**config.mk**
```make
export PLATFORM = sky130hd
export DESIGN_NAME = anc_fir_ctrl
export DESIGN_NICKNAME = d
export VERILOG_FILES = /design/src/rtl/anc_pkg.sv /design/src/rtl/bw_mult.sv /design/src/rtl/saturate.sv /design/src/rtl/anc_fir_ctrl.sv
export SDC_FILE = /design/constraint.sdc
export NUM_CORES = 1
export LEC_CHECK = 0
export BUFFER_PORTS_ARGS = -buffer_cell sky130_fd_sc_hd__buf_4
export CAP_MARGIN = 20
export CORE_ASPECT_RATIO = 1.75
export CORE_MARGIN = 1
export CORE_UTILIZATION = 40
export DETAILED_ROUTE_END_ITERATION = 8
export MAX_ROUTING_LAYER = met4
export PLACE_DENSITY = 0.54
export SKIP_CTS_REPAIR_TIMING = 1
export SYNTH_ARGS = -nofsm -noshare
export SYNTH_HDL_FRONTEND = slang
export SYNTH_HIERARCHICAL = 1
export SYNTH_SLANG_ARGS = --single-unit
```
**constraint.sdc**
```tcl
create_clock -name clk -period 8.6 [get_ports clk]
set_input_delay 0.43 -clock clk [delete_from_list [all_inputs] [get_ports clk]]
set_output_delay 0.43 -clock clk [all_outputs]
set_load 0.1 [all_outputs]
```
**src/rtl/anc_pkg.sv**
```systemverilog
// Shared types and constants for the ANC sample-rate controller and its FIR datapath.
package anc_pkg;

    typedef enum logic [2:0] {
        StIdle = 3'd0,
        StMul  = 3'd1,
        StGo   = 3'd2,
        StWait = 3'd3,
        StOut  = 3'd4
    } anc_state_e;

    localparam logic signed [15:0] Q15Max = 16'sh7fff;
    localparam logic signed [15:0] Q15Min = 16'sh8000;

    localparam int unsigned TapsDefault = 128;

    typedef struct packed {
        logic [15:0] x;
        logic [15:0] e;
        logic [15:0] a;
    } anc_frame_t;

endpackage

```
**src/rtl/bw_mult.sv**
```systemverilog
// Signed two's-complement multiplier producing a full-width product.
module bw_mult #(
    parameter int unsigned Width = 16
) (
    input  logic signed [Width-1:0]   a_i,
    input  logic signed [Width-1:0]   b_i,
    output logic signed [2*Width-1:0] p_o
);

    assign p_o = a_i * b_i;

endmodule

```
**src/rtl/saturate.sv**
```systemverilog
// Clamps a signed value to a narrower signed range.
module saturate #(
    parameter int unsigned InW  = 17,
    parameter int unsigned OutW = 16
) (
    input  logic signed [InW-1:0]  din_i,
    output logic signed [OutW-1:0] dout_o
);

    logic ovf;

    always_comb begin
        // Fits only if every bit above the output sign bit matches the input sign.
        ovf = (din_i[InW-1:OutW-1] != {(InW-OutW+1){din_i[InW-1]}});
        if (!ovf) begin
            dout_o = din_i[OutW-1:0];
        end else if (din_i[InW-1]) begin
            dout_o = {1'b1, {(OutW-1){1'b0}}};
        end else begin
            dout_o = {1'b0, {(OutW-1){1'b1}}};
        end
    end

endmodule

```
**src/rtl/anc_fir_ctrl.sv**
```systemverilog
// Sample-rate controller: latches ADC frames, launches one FIR run per frame and hands the
// result to the DAC with a valid/ready hold, buffering one frame while busy.
module anc_fir_ctrl
    import anc_pkg::*;
#(
    parameter int unsigned TAPS    = TapsDefault,
    parameter int unsigned TIMEOUT = 512,
    parameter int unsigned CNT_W   = 16
) (
    input  logic             clk,
    input  logic             rst_n,
    input  logic             adc_valid,
    input  logic [15:0]      adc_x,
    input  logic [15:0]      adc_e,
    input  logic [15:0]      adc_a,
    input  logic [15:0]      mu,
    input  logic             adapt_en,
    output logic [15:0]      fir_x_in,
    output logic [15:0]      fir_a_in,
    output logic [15:0]      fir_wadj,
    output logic             fir_go,
    input  logic [15:0]      fir_out,
    input  logic             fir_done,
    output logic [15:0]      dac_sample,
    output logic             dac_valid,
    input  logic             dac_ready,
    output logic             busy,
    output logic [CNT_W-1:0] overrun_cnt,
    output logic             timeout_err
);

    localparam int unsigned TmrW = $clog2(TIMEOUT + 1);

    if (TIMEOUT <= TAPS + 7) begin : g_bad_timeout
        $error("TIMEOUT must exceed the FIR run time TAPS+7");
    end

    anc_state_e        state_q, state_d;
    anc_frame_t        frame_q, frame_d;
    anc_frame_t        pend_q, pend_d;
    logic              pend_full_q, pend_full_d;
    logic [15:0]       mu_q, mu_d;
    logic [15:0]       wadj_q, wadj_d;
    logic [15:0]       fir_x_q, fir_x_d;
    logic [15:0]       fir_a_q, fir_a_d;
    logic              fir_go_q, fir_go_d;
    logic [TmrW-1:0]   timer_q, timer_d;
    logic [15:0]       dac_sample_q, dac_sample_d;
    logic              dac_valid_q, dac_valid_d;
    logic              timeout_q, timeout_d;
    logic [CNT_W-1:0]  ovr_q, ovr_d;

    logic              idle;
    logic              consume;
    logic              capture;
    logic signed [31:0] prod;
    logic signed [15:0] wadj_sat;
    logic              unused_prod_lsbs;

    bw_mult #(
        .Width (16)
    ) u_mult (
        .a_i (mu_q),
        .b_i (frame_q.e),
        .p_o (prod)
    );

    // Q1.15 * Q1.15 -> Q2.30; bits [31:15] are the Q1.15 result with one guard bit.
    saturate #(
        .InW  (17),
        .OutW (16)
    ) u_sat (
        .din_i  (prod[31:15]),
        .dout_o (wadj_sat)
    );

    assign unused_prod_lsbs = ^prod[14:0];

    assign idle    = (state_q == StIdle);
    assign consume = idle && pend_full_q;
    assign capture = adc_valid && (!idle || consume);

    always_comb begin
        state_d      = state_q;
        frame_d      = frame_q;
        mu_d         = mu_q;
        wadj_d       = wadj_q;
        fir_x_d      = fir_x_q;
        fir_a_d      = fir_a_q;
        fir_go_d     = 1'b0;
        timer_d      = timer_q;
        dac_sample_d = dac_sample_q;
        dac_valid_d  = dac_valid_q;
        timeout_d    = timeout_q;
        unique case (state_q)
            StIdle: begin
                if (pend_full_q) begin
                    frame_d = pend_q;
                    mu_d    = mu;
                    state_d = StMul;
                end else if (adc_valid) begin
                    frame_d = '{x: adc_x, e: adc_e, a: adc_a};
                    mu_d    = mu;
                    state_d = StMul;
                end
            end
            StMul: begin
                wadj_d   = adapt_en ? wadj_sat : 16'h0000;
                fir_x_d  = frame_q.x;
                fir_a_d  = frame_q.a;
                fir_go_d = 1'b1;
                state_d  = StGo;
            end
            StGo: begin
                timer_d = '0;
                state_d = StWait;
            end
            StWait: begin
                if (fir_done) begin
                    dac_sample_d = fir_out;
                    dac_valid_d  = 1'b1;
                    state_d      = StOut;
                end else if (timer_q == TmrW'(TIMEOUT - 1)) begin
                    // Abort: re-present the previous sample so the DAC stream keeps its rate.
                    timeout_d   = 1'b1;
                    dac_valid_d = 1'b1;
                    state_d     = StOut;
                end else begin
                    timer_d = timer_q + TmrW'(1);
                end
            end
            StOut: begin
                if (dac_ready) begin
                    dac_valid_d = 1'b0;
                    state_d     = StIdle;
                end
            end
            default: state_d = StIdle;
        endcase
    end

    always_comb begin
        pend_d      = pend_q;
        pend_full_d = pend_full_q;
        ovr_d       = ovr_q;
        if (capture) begin
            // A slot being consumed this cycle is free for the incoming frame.
            if (!pend_full_q || consume) begin
                pend_d      = '{x: adc_x, e: adc_e, a: adc_a};
                pend_full_d = 1'b1;
            end else if (ovr_q != {CNT_W{1'b1}}) begin
                ovr_d = ovr_q + CNT_W'(1);
            end
        end else if (consume) begin
            pend_full_d = 1'b0;
        end
    end

    always_ff @(posedge clk or negedge rst_n) begin
        if (!rst_n) begin
            state_q      <= StIdle;
            frame_q      <= '0;
            pend_q       <= '0;
            pend_full_q  <= 1'b0;
            mu_q         <= '0;
            wadj_q       <= '0;
            fir_x_q      <= '0;
            fir_a_q      <= '0;
            fir_go_q     <= 1'b0;
            timer_q      <= '0;
            dac_sample_q <= '0;
            dac_valid_q  <= 1'b0;
            timeout_q    <= 1'b0;
            ovr_q        <= '0;
        end else begin
            state_q      <= state_d;
            frame_q      <= frame_d;
            pend_q       <= pend_d;
            pend_full_q  <= pend_full_d;
            mu_q         <= mu_d;
            wadj_q       <= wadj_d;
            fir_x_q      <= fir_x_d;
            fir_a_q      <= fir_a_d;
            fir_go_q     <= fir_go_d;
            timer_q      <= timer_d;
            dac_sample_q <= dac_sample_d;
            dac_valid_q  <= dac_valid_d;
            timeout_q    <= timeout_d;
            ovr_q        <= ovr_d;
        end
    end

    assign fir_x_in    = fir_x_q;
    assign fir_a_in    = fir_a_q;
    assign fir_wadj    = wadj_q;
    assign fir_go      = fir_go_q;
    assign dac_sample  = dac_sample_q;
    assign dac_valid   = dac_valid_q;
    assign busy        = !idle;
    assign overrun_cnt = ovr_q;
    assign timeout_err = timeout_q;

endmodule
```
# --- Word level (Yosys, flattened, before mapping) ---
# Cells that the tools add are included.
op_classes:
  bitwise_logic: 2
  div_mod_pow: 0
  shift: 0
  mux: 24
  n_eq_ne: 13
  mul: 1
  n_reduce_logical: 20
  n_addsub: 2
  order_cmp: 0
op_table:
  columns: ["cell", "count"]
  rows:
  - ["2-to-1 mux 48 bit", 2]
  - ["2-to-1 mux 16 bit", 5]
  - ["multiplier 16 x 16 -> 32 bit", 1]
  - ["2-to-1 mux 10 bit", 2]
  - ["case mux 10 bit (2 select lines)", 1]
  - ["adder 16 x 1 -> 16 bit, second input constant", 1]
  - ["!= test 16 bit, second input constant", 1]
  - ["2-to-1 mux 3 bit", 5]
  - ["case mux 3 bit (5 select lines)", 1]
  - ["AND reduction 3 bit", 5]
  - ["adder 10 x 1 -> 10 bit, second input constant", 1]
  - ["== test 10 x 9 -> 1 bit, second input constant", 1]
  - ["AND reduction 2 bit", 4]
  - ["nonzero test 2 bit", 4]
  - ["2-to-1 mux 1 bit", 7]
  - ["== test 3 x 2 -> 1 bit, second input constant", 2]
  - ["!= test 2 bit, second input constant", 3]
  - ["!= test 3 bit, second input constant", 2]
  - ["== test 3 x 1 -> 1 bit, second input constant", 1]
  - ["== test 3 bit, second input constant", 1]
  - ["logical NOT 3 bit", 1]
  - ["logical AND 1 bit", 2]
  - ["logical NOT 1 bit", 2]
  - ["logical OR 1 bit", 2]
  - ["4 further kinds", 5]
word_totals:
  in_bits: 86
  memories: 0
  wordCells: 80
  mem_bits_ro: 0
  latch_bits: 0
  output_inout_bits: 84
  ramBits: 0
  regBits: 209

# --- Depth between registers and ports, before layout ---
# Gate-level depths: netlist of the first run.
logic_depth:
  word_depth: 6
  depth_mapped: 30

# --- Modules after synthesis ---
# The synthesis of the first run kept the hierarchy.
modules_own_cells:
  columns: ["module", "cells_per_inst", "area_each_um2", "n_inst", "seq_area_each_um2"]
  rows:
  - ["bw_mult", 1088, 9851.9, 1, 0.0]
  - ["anc_fir_ctrl", 756, 8774.7, 1, 5230.0]
  - ["saturate", 23, 201.4, 1, 0.0]

# --- Least setup slack after synthesis of the first run ---
# OpenSTA, ideal clock, no wires.
synth_path:
  path_type: "reg-to-reg"
  startpoint: "register mu_q[15]"
  endpoint: "register wadj_q[10] (netlist: fir_wadj[10])"
  t_arrival_ps: 6711
  t_required_ps: 8478
  path_stages_with_launch: 25
  slack_ps: 1767
  path_buffers: 3
  setup_time_ps: 122
  period_less_slack_ps: 6833
  path_cell_list: "dfrtp_1 > clkbuf_1 > nand2_1 > inv_1 > fa_1 > fa_1 > inv_1 > fa_1 > fa_1 > fa_1 > fa_1 > inv_1 > ha_1 > nand3_1 > or3_1 > o221ai_1 > a31o_1 > a21oi_1 > xnor2_1 > ha_1 > buf_6 > buf_4 > a21o_1 > nand3_1 > nand2_1"
synth_via:
  elab_chain_cells: 4
synth_rtl:
  columns: ["element", "line_no", "source"]
  rows:
  - ["start: declaration", "anc_fir_ctrl.sv:42", "logic [15:0] mu_q, mu_d;"]
  - ["start signal: assignment", "anc_fir_ctrl.sv:180", "mu_q <= mu_d;"]
  - ["multiplier 16 x 16 -> 32 bit (*)", "bw_mult.sv:10", "assign p_o = a_i * b_i;"]
  - ["named net prod[31]", "anc_fir_ctrl.sv:56", "logic signed [31:0] prod;"]
  - ["2-to-1 mux 16 bit or != test 1 bit (tied branches)", "saturate.sv:17, saturate.sv:14", null]
  - ["2-to-1 mux 16 bit (*)", "saturate.sv:15", "if (!ovf) begin"]
  - ["named net wadj_sat[10]", "anc_fir_ctrl.sv:57", "logic signed [15:0] wadj_sat;"]
  - ["2-to-1 mux 16 bit (*)", "anc_fir_ctrl.sv:108", "wadj_d = adapt_en ? wadj_sat : 16'h0000;"]
  - ["end signal: assignment", "anc_fir_ctrl.sv:181", "wadj_q <= wadj_d;"]
  - ["end: declaration", "anc_fir_ctrl.sv:43", "logic [15:0] wadj_q, wadj_d;"]
# The timed path passes the listed nets; every way through them passes the cells marked *.
# A chain may end at the register's enable or synchronous reset.

# --- Worst setup path after layout of the first run ---
layout_path:
  startpoint: "register frame_q[17] (netlist name)"
  endpoint: "register wadj_q[12] (netlist: fir_wadj[12])"
layout_via:
  elab_chain_cells: 4
layout_rtl:
  columns: ["element", "line_no", "source"]
  rows:
  - ["start: declaration", "anc_fir_ctrl.sv:39", "anc_frame_t frame_q, frame_d;"]
  - ["start signal: assignment", "anc_fir_ctrl.sv:177", "frame_q <= frame_d;"]
  - ["multiplier 16 x 16 -> 32 bit", "bw_mult.sv:10", null]
  - ["named net prod[30]", "anc_fir_ctrl.sv:56", null]
  - ["!= test 1 bit", "saturate.sv:14", "ovf = (din_i[InW-1:OutW-1] != {(InW-OutW+1){din_i[InW-1]}});"]
  - ["2-to-1 mux 16 bit", "saturate.sv:15", null]
  - ["named net wadj_sat[12]", "anc_fir_ctrl.sv:57", null]
  - ["2-to-1 mux 16 bit", "anc_fir_ctrl.sv:108", null]
# The timed path passes the listed nets, and every way through them passes these cells.

==> out/qor.txt, run 1 <==
status = finished, final reports clean
Hold Fails Final Rpt = 0
Reg2Reg Depth = 24
post-synthesis average cell area = 10.1 um^2
grt total ovfl = 0
Die ar. = 47500 um^2
Routed wire per std cell = 18.8 um
Fmax = 131 MHz
FF-to-FF Start = frame_q[17]
Crit Path Max Fanout = 17
yosys warns = 6
boundary pin count = 170
Placement Setup Slack = 1.01 ns
maxcap violations = 0
final setup violation count = 0
CP most frequent cell = fa_1
CTS H-tree depth = 1
post-synthesis cell count = 1843
clock tree buffer depth = 3
core area = 46100 um^2
crit path DAT = 8.01 ns
via count = 12957
Worst Setup End Kind = flop
Initial Utilization = 0.405
drt initial violations = 519
Vias/cell = 5.07
Rows = 104
number of remaining DRC errors = 0
fin crit period = 7.61 ns
first-pass GRT wire length = 75900 um
layout cells sized above 1 = 0.143
Final period util = 0.885
Clock Sinks = 209
Critical-path top delay cell = fa_1
Final Slew Violations = 0
GRT Total Usage = 0.216
vias in the first global route = 14011
fin nets = 2395
gp weighted congestion = 0.917
Worst-Margin Slew = 0.994 ns
Diodes inserted = 0
antenna violations before repair = 0
hpwl dp = 37900 um
Post-Route WL = 48200 um
normalized max-slew margin = 0.338
CP Launch Type = flop
Hold Crit Class = in -> reg
setup slack, reg-to-reg = 0.99 ns
hold slack = 0.126 ns
CP Capture Point = fir_wadj[12]
Die W = 165 um
RR Endpoint = fir_wadj[12]
clk slew on worst S/H paths = 0.07 ns
antenna-violating nets left = 0
kind of critical path = reg -> reg
slowest stage delay, CP = 0.85 ns
RSZ-0062 raised after global routing = no
Die Ht = 288 um
CTS tree = built
P&R area growth vs syn = 12.5%
total CTS buffers = 20
Post-DP Area = 20300 um^2
largest net degree at the start of global routing = 92
worst path required time = 9.00 ns
Synth Net Count = 2277
Clock Skew = 0.0221 ns
Design Area, Final = 21000 um^2
I/O Buffers = 169
Post-Synthesis Cell Area = 18700 um^2
worst setup margin = 0.989 ns
Skew-Pair Late Insertion Delay = 0.53 ns
root buf cell = clkbuf_16
Critical Path Source = frame_q[17]
setup_tns = 0 ns
crit path cell chain = nand2_1 > inv_1 > fa_1 > fa_1 > fa_1 > fa_1 > fa_1 > inv_1 > fa_1 > inv_1 > ha_1 > a21oi_1 > a21oi_1 > a311oi_1 > o31a_2 > o21ai_2 > o31ai_1 > xnor2_1 > inv_1 > ha_1 > nor2_8 > a21o_1 > nand3_1 > nand2_1
DR pass1 iterations = 7
-- routing by layer --
| layer | GRT usage | vias up | share of wire |
|---|---|---|---|
| li1 | - | 5981 | - |
| met1 | 0.205 | 6598 | 0.33 |
| met2 | 0.416 | 282 | 0.58 |
| met3 | 0.0290 | 96 | 0.035 |
| met4 | 0.103 | 0 | 0.051 |
| met5 | - | - | 0 |
-- through the flow --
step,util,instances
detailed placement,0.441,2521
CTS,0.455,2556
global route,0.456,2557
finish,0.456,2557
floorplan,-,1843
global placement,0.441,2521
-- layout make-up --
cell class              instances  area (um^2)
clock buffers                  31          602
clock inverters                 4         58.8
fillers                      4449        25100
inverters                     296         1110
multi-input cells            1255        11900
flip-flops and latches        209         5230
well taps                     583          729
repair buffers                179         1350
-- worst min path at each step --
stage / start / to / slack, ns / cells past startpoint
2_1_floorplan: rst_n / dac_sample[0] / 0.13 / 0
3_3_place_gp: frame_q[14] / fir_a_in[14] / 0.45 / 2
3_5_place_dp: frame_q[37] / fir_x_in[5] / 0.45 / 2
4_1_cts: rst_n / overrun_cnt[5] / -0.07 / 1
5_1_grt: adc_e[9] / pend_q[25] / 0.12 / 2
6_report: adc_e[11] / pend_q[27] / 0.13 / 2
-- critical path, delay by kind of cell, from the launching register on --
family	cells	cell delay (ns)
AOI/OAI and AO/OA	7	1.36
xor gates and xnor gates	1	0.19
adders and majority gates	8	4.47
buffers and inverters	4	0.32
DFF	1	0.68
and+or+nand+nor	4	0.43
-- cell usage in the layout (no fill, tap or decap), types with 4 or more instances in the layout --
cell type  instances
a21o_1            20
a21oi_1           27
a31oi_1            5
and2_1           122
and3_1             6
and4_1             4
buf_4            177
clkbuf_1           5
clkbuf_16         20
clkbuf_8           6
dfrtp_1          208
fa_1             262
ha_1              86
inv_1            295
mux2_1            21
mux2_2            48
mux2_4            14
mux2i_1           50
nand2_1          319
nand2b_1           6
nand3_1           32
nand4_1           11
nor2_1            35
nor3_1            16
nor3b_1            4
nor4_1             5
o21ai_0           55
o21ai_1            4
o31ai_1            4
xnor2_1           24
xor2_1            18
-- registers in the layout, summed over array words and instances, names as in the netlist --
register,count
fir_wadj,16
dac_sample,16
dac_valid,1
fir_a_in,16
mu_q,16
pend_q,48
timer_q,10
state_q,3
pend_full_q,1
fir_x_in,16
timeout_err,1
fir_go,1
frame_q,48
overrun_cnt,16
Power of run 1 is not shown: default switching activity piles up to over one toggle a cycle in this logic, so the estimate is an artifact.
==> run 2, diff against run 1 <==
--- a/config.mk
+++ b/config.mk
@@ -5,7 +5,7 @@
 export SDC_FILE = /design/constraint.sdc
 export NUM_CORES = 1
 export LEC_CHECK = 0
-export BUFFER_PORTS_ARGS = -buffer_cell sky130_fd_sc_hd__buf_4
+export BUFFER_PORTS_ARGS = -buffer_cell sky130_fd_sc_hd__clkbuf_2
 export CAP_MARGIN = 20
 export CORE_ASPECT_RATIO = 1.75
 export CORE_MARGIN = 1
==> out/qor.txt, run 2 (synthesis results as in run 1) <==
Worst Setup End Kind = flop (unchanged)
kind of critical path = reg -> reg (unchanged)
fin nets = 2396 (was 2395)
Post-Route M1 WL = 15800 um (was 15900 um)
fin crit period = 7.63 ns (was 7.61 ns)
drt initial violations = 557 (was 519)
Rows = 104 (unchanged)
P&R area growth vs syn = 10.4% (was 12.5%)
worst path required time = 9.00 ns (about the same)
Critical Path Source = frame_q[20] (was frame_q[17])
layout cells sized above 1 = 0.144 (was 0.143)
core area = 46100 um^2 (unchanged)
I/O Buffers = 169 (unchanged)
Vias/cell = 5.06 (was 5.07)
Clock Sinks = 209 (unchanged)
Post-Route WL = 48000 um (was 48200 um)
met3 wire length = 1490 um (was 1690 um)
root buf cell = clkbuf_16 (unchanged)
Die ar. = 47500 um^2 (unchanged)
grt total ovfl = 0 (unchanged)
biggest regs = frame_q x48, pend_q x48 (unchanged)
RSZ-0062 raised after global routing = no (unchanged)
most frequent cells in the layout = 319 x nand2_1, 295 x inv_1, 262 x fa_1, 208 x dfrtp_1, 168 x clkbuf_2 (was 319 x nand2_1, 295 x inv_1, 262 x fa_1, 208 x dfrtp_1, 177 x buf_4)
CTS H-tree depth = 1 (unchanged)
Clock Skew = 0.00631 ns (was 0.0221 ns)
maxcap violations = 0 (unchanged)
DR pass1 iterations = 6 (was 7)
Routed wire per std cell = 18.8 um (about the same)
Hold Fails Final Rpt = 0 (unchanged)
Initial Utilization = 0.405 (unchanged)
vias in the first global route = 14053 (was 14011)
Fmax = 131 MHz (about the same)
Final period util = 0.887 (was 0.885)
Final Slew Violations = 0 (unchanged)
number of remaining DRC errors = 0 (unchanged)
clk slew on worst S/H paths = 0.06 ns (was 0.07 ns)
normalized max-slew margin = 0.297 (was 0.338)
total CTS buffers = 20 (unchanged)
Skew-Pair Late Insertion Delay = 0.51 ns (was 0.53 ns)
via count = 12953 (was 12957)
top layer in use = met4 (unchanged)
clock tree buffer depth = 3 (unchanged)
final setup violation count = 0 (unchanged)
setup_tns = 0 ns (unchanged)
Die W = 165 um (unchanged)
FF-to-FF Start = frame_q[20] (was frame_q[17])
Hold Crit Class = in -> async (was in -> reg)
Die Ht = 288 um (unchanged)
crit path DAT = 8.03 ns (was 8.01 ns)
first-pass GRT wire length = 76000 um (was 75900 um)
antenna violations before repair = 1 (was 0)
commonest non-fill, non-tap cell in the layout = nand2_1 (unchanged)
Multi-input gate area = 11900 um^2 (unchanged)
hpwl dp = 37500 um (was 37900 um)
Crit Path Max Fanout = 17 (unchanged)
Worst-Margin Slew = 1.05 ns (was 0.994 ns)
GRT Total Usage = 0.218 (was 0.216)
met2 wire len = 27900 um (was 28100 um)
largest net degree at the start of global routing = 139 (was 92)
gp weighted congestion = 0.883 (was 0.917)
CTS tree = built (unchanged)
status = finished, final reports clean (unchanged)
antenna-violating nets left = 0 (unchanged)
FILL cells = 4593 (was 4449)
CP Launch Type = flop (unchanged)
boundary pin count = 170 (unchanged)
Storage cell area = 5230 um^2 (unchanged)
## run 2: changes by cell type in the layout (fill, tap and decap cells not counted), sizes merged
cell	before	now
diode	0	1
dlygate4sd3	1	0
bufinv	1	3
clkbuf	31	195
buf	178	12
clkinv	3	5
## run 2: routing by layer
layer,track usage,vias up
li1,-,5994
met1,0.210,6573
met2,0.413,279
met3,0.0239,107
met4,0.116,0
met5,-,-
## run 2: path summary, 6_finish.rpt
check | slack [ns] | end | cells past startpoint
setup / recovery | 0.97 | fir_wadj[4] | 24
hold / removal | 0.04 | overrun_cnt[3] | 1
setup reg to reg | 0.97 | fir_wadj[4] | 24
hold reg to reg | 0.46 | fir_x_in[12] | 2
max in group asynchronous | 6.95 | pend_full_q | 2
min in group clk | 0.14 | pend_q[12] | 2
## run 2: worst max-delay path: stages (launching register included)
cell and delay, ns:
dfrtp_1 0.74, nand2_1 0.27, fa_1 0.60, inv_1 0.07, fa_1 0.76, fa_1 0.53
fa_1 0.50, fa_1 0.49, inv_1 0.05, fa_1 0.47, inv_1 0.04, ha_1 0.36
a21oi_1 0.21, a21oi_1 0.10, a311oi_1 0.27, o31a_2 0.24, o21ai_2 0.07, o31ai_1 0.32
xnor2_1 0.19, inv_1 0.07, ha_1 0.71, nor2_8 0.12, a21o_1 0.19, nand3_1 0.07
nand2_1 0.06
## run 2: final cells by class
type / instances / area share
inverters: 296 / 0.0539
flip-flops and latches: 209 / 0.254
diodes: 1 / 0.000121
clock inverters: 8 / 0.00644
clock buffers: 27 / 0.0270
well taps: 583 / 0.0354
repair buffers: 180 / 0.0455
multi-input cells: 1255 / 0.578
## run 2: metrics by stage
stage          utilization  setup slack [ns]  hold slack [ns]  cell area [um^2]  std cells
2_1_floorplan            -              1.77            0.134             18700       1843
3_3_place_gp         0.432              1.13            0.447             19900       2523
3_5_place_dp         0.432             0.944            0.453             19900       2523
4_1_cts              0.447             0.946            0.107             20600       2558
5_1_grt              0.447             0.577            0.124             20600       2559
6_report             0.447             0.968           0.0420             20600       2559
Power of run 2 is left out for the same reason.
